==> config.mk <==
export PLATFORM = sky130hd
export DESIGN_NAME = obi_port_arbiter
export DESIGN_NICKNAME = d
export VERILOG_FILES = /design/src/rtl/obi_arb_pkg.sv /design/src/rtl/arb_id_fifo.sv /design/src/rtl/obi_port_arbiter.sv
export SDC_FILE = /design/constraint.sdc
export NUM_CORES = 1
export LEC_CHECK = 0
export ABC_CLOCK_PERIOD_IN_PS = 2100
export CAP_MARGIN = 0
export CORE_AREA = 2 2 108 110
export DETAILED_ROUTE_END_ITERATION = 7
export DIE_AREA = 0 0 110 112
export PLACE_DENSITY = 0.64
export SLEW_MARGIN = 15
export SYNTH_ARGS = -nofsm -noshare
export SYNTH_HDL_FRONTEND = slang
export SYNTH_HIERARCHICAL = 1
export SYNTH_SLANG_ARGS = --single-unit
==> constraint.sdc <==
create_clock -name clk -period 2.1 [get_ports clk]
set_input_delay 0.315 -clock clk [delete_from_list [all_inputs] [get_ports clk]]
set_output_delay 0.315 -clock clk [all_outputs]
set_load 0.05 [all_outputs]
==> src/rtl/obi_arb_pkg.sv <==
// rtl/obi_arb_pkg.sv - shared IDs and default parameters for the OBI port arbiter
package obi_arb_pkg;

  localparam int ADDR_W_DEF    = 32;
  localparam int DATA_W_DEF    = 32;
  localparam int MAX_OUTST_DEF = 2;

  typedef enum logic {
    ID_INSTR = 1'b0,
    ID_DATA  = 1'b1
  } arb_id_e;

  function automatic arb_id_e other_id(input arb_id_e id);
    return (id == ID_INSTR) ? ID_DATA : ID_INSTR;
  endfunction

endpackage

==> src/rtl/arb_id_fifo.sv <==
// rtl/arb_id_fifo.sv - in-order FIFO of requester IDs for granted-but-unanswered transactions
module arb_id_fifo #(
  parameter int DEPTH = 2,
  parameter int CNT_W = $clog2(DEPTH + 1)
) (
  input  logic             clk,
  input  logic             rst,
  input  logic             push,
  input  logic             push_id,
  input  logic             pop,
  output logic             pop_id,
  output logic [CNT_W-1:0] count
);

  localparam int PTR_W = (DEPTH > 1) ? $clog2(DEPTH) : 1;

  logic [DEPTH-1:0] slots;
  logic [PTR_W-1:0] wr_ptr;
  logic [PTR_W-1:0] rd_ptr;

  function automatic logic [PTR_W-1:0] next_ptr(input logic [PTR_W-1:0] ptr);
    return (ptr == PTR_W'(DEPTH - 1)) ? '0 : ptr + 1'b1;
  endfunction

  assign pop_id = slots[rd_ptr];

  always_ff @(posedge clk or posedge rst) begin
    if (rst) begin
      slots  <= '0;
      wr_ptr <= '0;
      rd_ptr <= '0;
      count  <= '0;
    end else begin
      if (push) begin
        slots[wr_ptr] <= push_id;
        wr_ptr        <= next_ptr(wr_ptr);
      end
      if (pop) begin
        rd_ptr <= next_ptr(rd_ptr);
      end
      // Simultaneous push and pop leaves the occupancy unchanged
      case ({push, pop})
        2'b10:   count <= count + 1'b1;
        2'b01:   count <= count - 1'b1;
        default: count <= count;
      endcase
    end
  end

endmodule

==> src/rtl/obi_port_arbiter.sv <==
// rtl/obi_port_arbiter.sv - round-robin arbiter merging OBI fetch and load/store ports onto one memory port
module obi_port_arbiter
  import obi_arb_pkg::*;
#(
  parameter int ADDR_W    = ADDR_W_DEF,
  parameter int DATA_W    = DATA_W_DEF,
  parameter int MAX_OUTST = MAX_OUTST_DEF
) (
  input  logic                clk,
  input  logic                rst,
  input  logic                instr_req,
  input  logic [ADDR_W-1:0]   instr_addr,
  output logic                instr_gnt,
  output logic                instr_rvalid,
  output logic [DATA_W-1:0]   instr_rdata,
  input  logic                data_req,
  input  logic                data_we,
  input  logic [DATA_W/8-1:0] data_be,
  input  logic [ADDR_W-1:0]   data_addr,
  input  logic [DATA_W-1:0]   data_wdata,
  output logic                data_gnt,
  output logic                data_rvalid,
  output logic [DATA_W-1:0]   data_rdata,
  output logic                mem_req,
  output logic                mem_we,
  output logic [DATA_W/8-1:0] mem_be,
  output logic [ADDR_W-1:0]   mem_addr,
  output logic [DATA_W-1:0]   mem_wdata,
  input  logic                mem_gnt,
  input  logic                mem_rvalid,
  input  logic [DATA_W-1:0]   mem_rdata,
  output logic                err
);

  localparam int CNT_W = $clog2(MAX_OUTST + 1);

  typedef enum logic {
    ST_OPEN   = 1'b0,
    ST_LOCKED = 1'b1
  } lock_state_e;

  lock_state_e      state_q, state_d;
  arb_id_e          last_q, lock_id_q, sel;
  logic             sel_req;
  logic             can_issue;
  logic             push, pop, fifo_empty;
  logic             head_id;
  logic [CNT_W-1:0] count;

  always_ff @(posedge clk or posedge rst) begin
    if (rst) begin
      state_q   <= ST_OPEN;
      lock_id_q <= ID_INSTR;
      last_q    <= ID_INSTR;
      err       <= 1'b0;
    end else begin
      state_q <= state_d;
      if (mem_req && !mem_gnt) lock_id_q <= sel;
      if (push) last_q <= sel;
      if (mem_rvalid && fifo_empty) err <= 1'b1;
    end
  end

  always_comb begin
    sel       = ID_INSTR;
    sel_req   = 1'b0;
    mem_req   = 1'b0;
    mem_we    = 1'b0;
    mem_be    = '0;
    mem_addr  = '0;
    mem_wdata = '0;
    instr_gnt = 1'b0;
    data_gnt  = 1'b0;
    push      = 1'b0;
    state_d   = state_q;

    // A pending ungranted command keeps its owner so the memory sees a stable request
    if (state_q == ST_LOCKED)       sel = lock_id_q;
    else if (instr_req && data_req) sel = other_id(last_q);
    else if (data_req)              sel = ID_DATA;

    sel_req = (sel == ID_DATA) ? data_req : instr_req;
    // Issue gating uses only registered occupancy: no rvalid-to-req path
    mem_req = sel_req && can_issue && !rst;

    if (mem_req) begin
      if (sel == ID_DATA) begin
        mem_we    = data_we;
        mem_be    = data_be;
        mem_addr  = data_addr;
        mem_wdata = data_wdata;
      end else begin
        mem_be    = '1;
        mem_addr  = instr_addr;
      end
    end

    push      = mem_req && mem_gnt;
    instr_gnt = push && (sel == ID_INSTR);
    data_gnt  = push && (sel == ID_DATA);

    if (mem_req && !mem_gnt) state_d = ST_LOCKED;
    else if (push)           state_d = ST_OPEN;
  end

  assign can_issue    = count < CNT_W'(MAX_OUTST);
  assign fifo_empty   = (count == '0);
  assign pop          = mem_rvalid && !fifo_empty && !rst;
  assign instr_rvalid = pop && (head_id == ID_INSTR);
  assign data_rvalid  = pop && (head_id == ID_DATA);
  assign instr_rdata  = mem_rdata;
  assign data_rdata   = mem_rdata;

  arb_id_fifo #(
    .DEPTH (MAX_OUTST),
    .CNT_W (CNT_W)
  ) u_id_fifo (
    .clk     (clk),
    .rst     (rst),
    .push    (push),
    .push_id (sel),
    .pop     (pop),
    .pop_id  (head_id),
    .count   (count)
  );

endmodule

Word level (Yosys, flattened, before mapping):

Cells that the tools add are included.

* register bits after elaboration: 10
* bits of input ports: 139
* output and inout bits: 139
* word-level logic and storage cells: 62

* $add $sub $neg: 4
* order comparisons: 4
* equal/unequal tests: 2
* mux-type cells: 23
* bitwise logic cells: 2
* reductions and logical operators: 19

Operators by type and width (count)
* 32-bit two-way mux: 4
* 1-bit two-way mux: 14
* 1-bit logical AND: 13
* 4-bit two-way mux: 2
* 1-bit by 2-bit less-than comparator with 1-bit output (second input constant): 2
* 2-bit case mux with 2 select lines: 1
* 2-bit nonzero test: 2
* 1-bit logical NOT: 3
* 1-bit adder (second input constant): 2
* 2-bit by 1-bit adder with 2-bit output (second input constant): 1
* 2-bit bitwise mux: 1
* 2-bit by 1-bit equality test with 1-bit output (second input constant): 1
* 2-bit equality test (second input constant): 1
* 2-bit logical NOT: 1
* 2-bit less-than comparator (second input constant): 1
* 1-bit inverter: 2
* 2-bit by 1-bit subtractor with 2-bit output (second input constant): 1
* 1-bit demux with 1-bit select: 1
* 1-bit >= comparator (second input constant): 1

Depth between registers and ports, before layout:

Gate-level depths: netlist of run 1.

* depth after elaboration: 9
* mapped depth: 10
* gate-level depth less buffers: 9

Hierarchy:

Netlist of run 1, hierarchy kept.

Modules (own cells, without submodules)
* obi_port_arbiter: instances 1, cells each 263, area an instance 1859.3 µm², seq. area each 100.1 µm²
* arb_id_fifo: instances 1, cells each 20, area an instance 259.0 µm², seq. area each 150.1 µm²

Worst setup path after synthesis of run 1:

OpenSTA, ideal clock, no wires.

* path type: register to output
* start point: register lock_id_q
* end point: output mem_addr[23]
* arrival time: 1.867 ns
* data required time: 1.785 ns
* slack: -0.082 ns
* cell stages (with the launch flop): 6
* buffers on the path: 2
* cell sequence: dfrtp_1 nand3b_1 buf_2 clkbuf_1 nand4_1 mux2i_1

* word-level cells in the longest chain between the ends: 5
* elaborated cells between the ends (all ways): 6
* those cells by class: 4 x mux; 2 x reduce/logical

Ends and longest elaborated chain
* start, declared: line obi_port_arbiter.sv:43 `arb_id_e last_q, lock_id_q, sel;`
* start signal, assigned: line obi_port_arbiter.sv:58 `if (mem_req && !mem_gnt) lock_id_q <= sel;`
* 1-bit two-way mux *: line obi_port_arbiter.sv:78 `if (state_q == ST_LOCKED) sel = lock_id_q;`
* 1-bit two-way mux: line obi_port_arbiter.sv:82 `sel_req = (sel == ID_DATA) ? data_req : instr_req;`
* 1-bit logical AND (2 in a row): line obi_port_arbiter.sv:84 `mem_req = sel_req && can_issue && !rst;`
* 32-bit two-way mux *: line obi_port_arbiter.sv:86 `if (mem_req) begin`
* end, declared: line obi_port_arbiter.sv:27 `output logic [ADDR_W-1:0] mem_addr,`

Every way passes the cells marked *; elsewhere a longest branch is shown, timed or not.

Worst setup path after layout of run 1:

* start point: register lock_id_q
* end point: output mem_addr[0]

The elaborated chain is that of the path after synthesis.

==> impl_metrics.csv, run 1 <==
group,metric,value,unit
timing,hold_ws,0.290,ns
die,start_util,19.0,%
clocking,postCtsHoldBufs,0,
logic_synthesis,syn_nets,423,
power_and_ir_drop,p_clk_share,7.0,%
global_routing,grt_max_degree,41,
detailed_routing,drt-initial-drc-count,189,
clocking,htreeDepth,1,
logic_synthesis,synthTopCellsByArea,"buf_4 24%, mux2i_1 17%, dfrtp_1 12%",
setup_path,critPathKind,"register to output port",
setup_path,timing.rr.end,"u_id_fifo/count[1]",
die,die_w,110,um
timing,finalHoldViolations,0,
power_and_ir_drop,irDropWorstVdd,0.672,mV
detailed_routing,routed_via_density,4.52,
global_routing,grt_pass1_wl,13.7,mm
power_and_ir_drop,swShare,46.6,%
final_layout,areaGrowthSynthToFinish,132,%
logic_synthesis,avgSynthCellArea,7.49,um2
setup_path,max_stage_delay,0.41,ns
timing,maxSlewHeadroom,66.8,%
detailed_routing,wl,9.83,mm
final_layout,finalNonFillerCells,553,
setup_path,critPathSlowestCell,"dfrtp_1",
run,max_cap_violations,0,
die,core,0.0112,mm2
final_layout,final_area,0.00491,mm2
power_and_ir_drop,power_frac_seq,6.7,%
timing,worst_slew_pin_slew,0.497,ns
setup_path,required,1.78,ns
setup_path,reg2reg_from,"lock_id_q",
logic_synthesis,synth_edf_count,0,
logic_synthesis,yosys.cell_count.top_type,"buf_4",
logic_synthesis,synth_common_cells,"67 x buf_4, 38 x nand3_1, 36 x mux2i_1, 34 x and3_1, 32 x nand4_1",
setup_path,worstRegToRegCells,8,
global_routing,antenna_found_initial,0,
logic_synthesis,postSynthCellCount,283,
place,gp_congestion,0.760,
place,placed_cells,535,
power_and_ir_drop,internal_power,2.91,mW
setup_path,path_cells,"a22oi_2 -> buf_4 -> clkbuf_16 -> mux2i_2 -> buf_12",
place,io_buffers,181,
final_layout,nFillCells,1046,
logic_synthesis,ys_types,31,
die,row_count,39,
detailed_routing,num_vias,2497,
outcome,outcome,"finished, final reports clean",
power_and_ir_drop,powerDensity,1110,mW/mm2
final_layout,drive_gt1_share,40.0,%
timing,post-route-period-util,98.1,%
setup_path,critPathMaxFanout,8,
logic_synthesis,ys.flop_type,"dfrtp_1",
setup_path,crit_arrival,1.74,ns
final_layout,layout.nets,551,
setup_path,endpoint,"mem_addr[0]",
power_and_ir_drop,pwr-share-comb,86.3,%
timing,setup_tns,0,ns
die,die_y,112,um
clocking,cts_tree,"built",
global_routing,grt_usage,14.0,%
detailed_routing,drc,0,
die,io_pins,278,
logic_synthesis,netlist.area_leader.share,23.7,%
timing,setup_viol,0,
die,die_area,0.0123,mm2
final_layout,antenna_cells,0,
clocking,numClockSinks,10,
clocking,cts_buffer_depth,2,
timing,slew_viol_final,0,
detailed_routing,routedWlPerCell,17.8,um
setup_path,setup.worst_path.end_class,"output port",
timing,fin_crit,2.06,ns
final_layout,multi_input_area,0.00159,mm2
logic_synthesis,synth_area,0.00212,mm2
logic_synthesis,synth_top_cell_by_area,"buf_4",
power_and_ir_drop,p_switching,2.55,mW
place,dpl_cell_area,0.00403,mm2
global_routing,gr-total-overflow,0,
timing,rsz0062_at_grt,"true",
clocking,path_clk_slew,0.04,ns
logic_synthesis,ys_warn_count,6,
logic_synthesis,synth-seq-cells,10,
hold_path,hold_path_class,"primary input to async pin",
clocking,cts_buffers,3,
global_routing,grt_pass1_vias,2532,
setup_path,ff2ff_setup_slack,0.29,ns
logic_synthesis,ys_seq_area_share,11.8,%
power_and_ir_drop,power,5.46,mW
timing,finClkSkew,0.000442,ns
place,post-dp-hpwl,6.55,mm
detailed_routing,drtPass1Iterations,4,
final_layout,regArea,250,um2
setup_path,startpoint_type,"register",
setup_path,crit_start,"lock_id_q",
timing,max_freq,485,MHz
clocking,insertion_delay,0.24,ns
logic_synthesis,async_flop_share,100,%
clocking,root_buffer,"clkbuf_16",
power_and_ir_drop,p_leak,1.98,nW
detailed_routing,drtAntennaViolNets,0,
worst min path at each step:
| stage | from | to | slack [ns] | depth (start not counted) |
|---|---|---|---|---|
| 2_1_floorplan | rst | err | 0.08 | 1 |
| 3_3_place_gp | err | err | 0.45 | 1 |
| 3_5_place_dp | err | err | 0.47 | 1 |
| 4_1_cts | rst | lock_id_q | 0.29 | 3 |
| 5_1_grt | rst | lock_id_q | 0.32 | 3 |
| 6_report | rst | lock_id_q | 0.29 | 3 |
registers in the layout, indices dropped and copies added, names as in the netlist:
name	count
err	1
u_id_fifo/count	2
u_id_fifo/rd_ptr	1
u_id_fifo/wr_ptr	1
lock_id_q	1
state_q	1
u_id_fifo/slots	2
last_q	1
repair_timing:
action                                 4_1_cts  5_1_grt
endpoints found under the hold margin        0        0
setup endpoints to repair                   72       41
pin swaps                                    2        4
gates cloned                                 4        4
buffers inserted                             5        1
resized for setup                           48       69
routing by layer:
layer	vias up	track usage (%)	wire (um)	share of wire [%]
met5	-	0	0	0
met4	0	2.53	55	0.56
met3	11	2.17	539	5.5
met2	71	26.0	5320	54
met1	1204	16.8	3920	40
li1	1211	-	-	-
placed cells by master (no fill, tap or decap), types with 3 or more instances in the layout:
cell type,Yosys,final
inv_1,4,4
and3_4,0,9
xor2_1,3,3
buf_16,0,3
mux2i_1,36,4
dfrtp_1,10,10
buf_4,67,19
buf_6,3,36
mux2_2,3,3
clkdlybuf4s50_1,0,104
mux2i_4,0,22
nand3_1,38,38
nand4_1,32,32
mux2i_2,0,10
clkbuf_16,0,7
buf_12,0,45
and3_1,34,25
nor2_1,4,3
cell type report:
| type | instances | area share [%] |
|---|---|---|
| clock buffers | 4 | 1.81 |
| inverters | 5 | 0.535 |
| multi-input cells | 174 | 32.3 |
| flip-flops and latches | 10 | 5.09 |
| well taps | 143 | 3.64 |
| repair buffers | 217 | 56.6 |
worst max-delay path: cells and delay by family (launching register included):
kind,cells,cell delay [ns]
muxes,1,0.29
AOI/OAI and AO/OA,1,0.23
buffers and inverters,3,0.57
DFF,1,0.41
kinds of logic (layout without fill, tap and decap cells):
kind of cell,Yosys count,after routing,share of synthesized area [%]
compound gates,9,9,3.72
xor+xnor,5,5,2.07
fa+ha+maj,1,1,0.591
buf+inv,99,226,30.7
flops,10,10,11.8
mux,39,39,18.6
simple gates,120,120,32.5
stage by stage:
step                      utilization, %  setup slack (ns)
after global routing                44.0           -0.0211
after global placement              36.0            -0.210
final                               44.0            0.0401
after detailed placement            36.0            -0.212
after floorplan                        -           -0.0820
after CTS                           39.6            0.0275
power groups by stage:
stage	Sequential [mW]	Clock, mW	Combinational [mW]
floorplan	0.347	0	2.35
global route	0.380	0.397	4.92
CTS	0.369	0.387	4.07
finish	0.368	0.380	4.71
detailed placement	0.369	0	3.50
global placement	0.363	0	3.45
Power figures use the tool's default switching activity.
==> run 2, diff against run 1 <==
--- a/config.mk
+++ b/config.mk
@@ -5,12 +5,13 @@
 export SDC_FILE = /design/constraint.sdc
 export NUM_CORES = 1
 export LEC_CHECK = 0
+export ABC_AREA = 1
 export ABC_CLOCK_PERIOD_IN_PS = 2100
 export CAP_MARGIN = 0
 export CORE_AREA = 2 2 108 110
 export DETAILED_ROUTE_END_ITERATION = 7
 export DIE_AREA = 0 0 110 112
-export PLACE_DENSITY = 0.64
+export PLACE_DENSITY = 0.61
 export SLEW_MARGIN = 15
 export SYNTH_ARGS = -nofsm -noshare
 export SYNTH_HDL_FRONTEND = slang
==> impl_metrics.csv, run 2 <==
group,metric,value,unit
detailed_routing,drt-initial-drc-count,61,
logic_synthesis,avgSynthCellArea,5.68,um2
global_routing,grt_usage,11.1,%
logic_synthesis,ys_seq_area_share,13.6,%
setup_path,critPathMaxFanout,31,
setup_path,ff2ff_setup_slack,0.29,ns
global_routing,grt_max_degree,41,
logic_synthesis,yosys.cell_count.top_type,"nand2_1",
detailed_routing,routedWlPerCell,12.8,um
setup_path,max_stage_delay,0.49,ns
timing,max_freq,480,MHz
die,row_count,39,
logic_synthesis,syn_nets,463,
place,post-place-ws,-0.105,ns
logic_synthesis,ys.flop_type,"dfrtp_1",
logic_synthesis,synth_top_cell_by_area,"buf_4",
run,max_cap_violations,0,
timing,finClkSkew,0.00340,ns
timing,fin_crit,2.08,ns
final_layout,layout_commonest_cell,"nand2_1",
final_layout,areaGrowthSynthToFinish,136,%
final_layout,final_cell_mix,"114 x nand2_1, 107 x clkdlybuf4s50_1, 77 x buf_12, 38 x nor2_1, 29 x a21oi_2",
final_layout,biggestRegsByFlops,"u_id_fifo/count (2), u_id_fifo/slots (2)",
setup_path,required,1.78,ns
clocking,cts_buffers,3,
power_and_ir_drop,power,4.13,mW
place,gp_congestion,0.779,
logic_synthesis,synth_area,0.00184,mm2
logic_synthesis,synth_compound_area_share,10.6,%
final_layout,antenna_cells,0,
logic_synthesis,synth_simple_gate_area_share,37.3,%
setup_path,crit_start,"data_req",
die,io_pins,278,
die,start_util,16.4,%
logic_synthesis,netlist.area_leader.share,29.9,%
logic_synthesis,synth-seq-cells,10,
die,die_area,0.0123,mm2
setup_path,path_cells,"clkdlybuf4s50_1 -> nand3_2 -> nand3_2 -> nand2_4 -> buf_12 -> a21oi_1 -> buf_12",
timing,finalHoldViolations,0,
logic_synthesis,synth_common_cells,"115 x nand2_1, 73 x buf_4, 46 x nor2_1, 32 x a21oi_1, 17 x inv_1",
logic_synthesis,ys_warn_count,6,
place,io_buffers,181,
setup_path,endpoint,"mem_addr[17]",
setup_path,critPathKind,"primary input to output port",
global_routing,grt_pass1_wl,11.0,mm
power_and_ir_drop,irDropWorstVdd,0.452,mV
final_layout,layout.nets,581,
logic_synthesis,postSynthCellCount,323,
timing,maxSlewHeadroom,67.3,%
logic_synthesis,synth_edf_count,0,
setup_path,crit_family,"buffers and inverters",
setup_path,path_buf_inv,3,
die,die_w,110,um
place,post-dp-hpwl,6.16,mm
logic_synthesis,yosys-mux-area-fraction,0,%
detailed_routing,num_vias,2316,
clocking,root_buffer,"clkbuf_16",
clocking,cts_tree,"built",
global_routing,grt_pass1_vias,2294,
power_and_ir_drop,powerDensity,953,mW/mm2
timing,rsz0062_at_grt,"true",
clocking,htreeDepth,1,
power_and_ir_drop,p_leak,1.78,nW
outcome,outcome,"finished, final reports clean",
logic_synthesis,synthTopCellsByArea,"buf_4 30%, nand2_1 24%, dfrtp_1 14%",
logic_synthesis,synth_top_family_by_area,"simple AND/OR/NAND/NOR gates",
global_routing,antenna_found_initial,0,
logic_synthesis,synthAdderAreaFrac,0.682,%
logic_synthesis,ys_types,24,
detailed_routing,drc,0,
setup_path,worstRegToRegCells,10,
final_layout,drive_gt1_share,31.2,%
setup_path,cp_num_cells,7,
logic_synthesis,synthXorXnorAreaFrac,0.954,%
setup_path,timing.rr.end,"u_id_fifo/count[1]",
setup_path,crit_arrival,1.77,ns
timing,setup_viol,0,
global_routing,gr-total-overflow,0,
detailed_routing,routed_via_density,3.98,
clocking,path_clk_slew,0.04,ns
setup_path,reg2reg_from,"state_q",
clocking,insertion_delay,0.24,ns
clocking,numClockSinks,10,
timing,worst_slack,0.0188,ns
timing,worst_slew_pin_slew,0.489,ns
setup_path,setup.worst_path.end_class,"output port",
timing,slew_viol_final,0,
detailed_routing,drtAntennaViolNets,0,
detailed_routing,wl,7.45,mm
setup_path,critPathSlowestCell,"clkdlybuf4s50_1",
hold_path,hold_path_class,"primary input to async pin",
timing,setup_tns,0,ns
setup_path,startpoint_type,"primary input",
die,die_y,112,um
die,core,0.0112,mm2
clocking,cts_buffer_depth,2,
clocking,postCtsSetupRepairBufs,0,
detailed_routing,drtPass1Iterations,4,
timing,post-route-period-util,99.1,%
logic_synthesis,async_flop_share,100,%
[run 2: where the power goes]
| group | internal, mW | total [mW] | leakage, nW | switching [mW] |
|---|---|---|---|---|
| logic | 1.49 | 3.46 | 1.62 | 1.96 |
| registers | 0.276 | 0.341 | 0.120 | 0.0650 |
| clock network | 0.247 | 0.331 | 0.0370 | 0.0846 |
[run 2: final cells by class]
type / count / area [um2]
timing repair buffer: 194 / 2700
fill: 1095 / 6840
tap: 143 / 179
clock buffer: 3 / 75.1
multi-input combinational: 213 / 1050
inverter: 19 / 73.8
sequential: 10 / 250
[run 2: worst reg2reg max path: stages, from the launching register on]
cell	delay, ns
dfrtp_1	0.39
nand2_1	0.19
o21a_2	0.22
nand3_1	0.14
inv_1	0.12
inv_2	0.04
ha_1	0.31
inv_1	0.08
nand3_1	0.09
nand2_1	0.07
nand2_1	0.05
[run 2: logic make-up after synthesis]
group | Yosys count
compound gates | 37
flops | 10
fa+ha+maj | 1
xor+xnor | 2
simple gates | 173
buf+inv | 100
[run 2: stage by stage]
step           instances  area, um2  util [%]  hold WS, ns
2_1_floorplan        323       1840         -       0.0811
5_1_grt              582       4330      38.8        0.459
4_1_cts              582       4190      37.5        0.449
6_report             582       4330      38.8        0.441
3_5_place_dp         579       4100      36.7        0.452
3_3_place_gp         579       4100      36.7        0.440
[run 2: per-layer routing]
metal / routed length, um / vias up / GRT usage [%]
met1: 2420 / 1030 / 11.1
met3: 778 / 22 / 2.81
met4: 177 / 0 / 3.97
met5: 0 / - / 0
li1: - / 1151 / -
met2: 4070 / 113 / 21.4
[run 2: worst min-delay path by stage]
stage                     from        end  slack [ns]  cells past startpoint
after floorplan            rst        err        0.08                      1
after global routing       rst  lock_id_q        0.46                      3
after CTS                  rst        err        0.45                      3
after global placement     err        err        0.44                      1
final                      rst    state_q        0.44                      3
after detailed placement   err        err        0.45                      1
[run 2: repair_timing]
action                     in CTS  in global routing
gates resized for setup         6                 40
setup endpoints to repair      42                 70
hold buffers                    0                  0
pin swaps                       0                  1
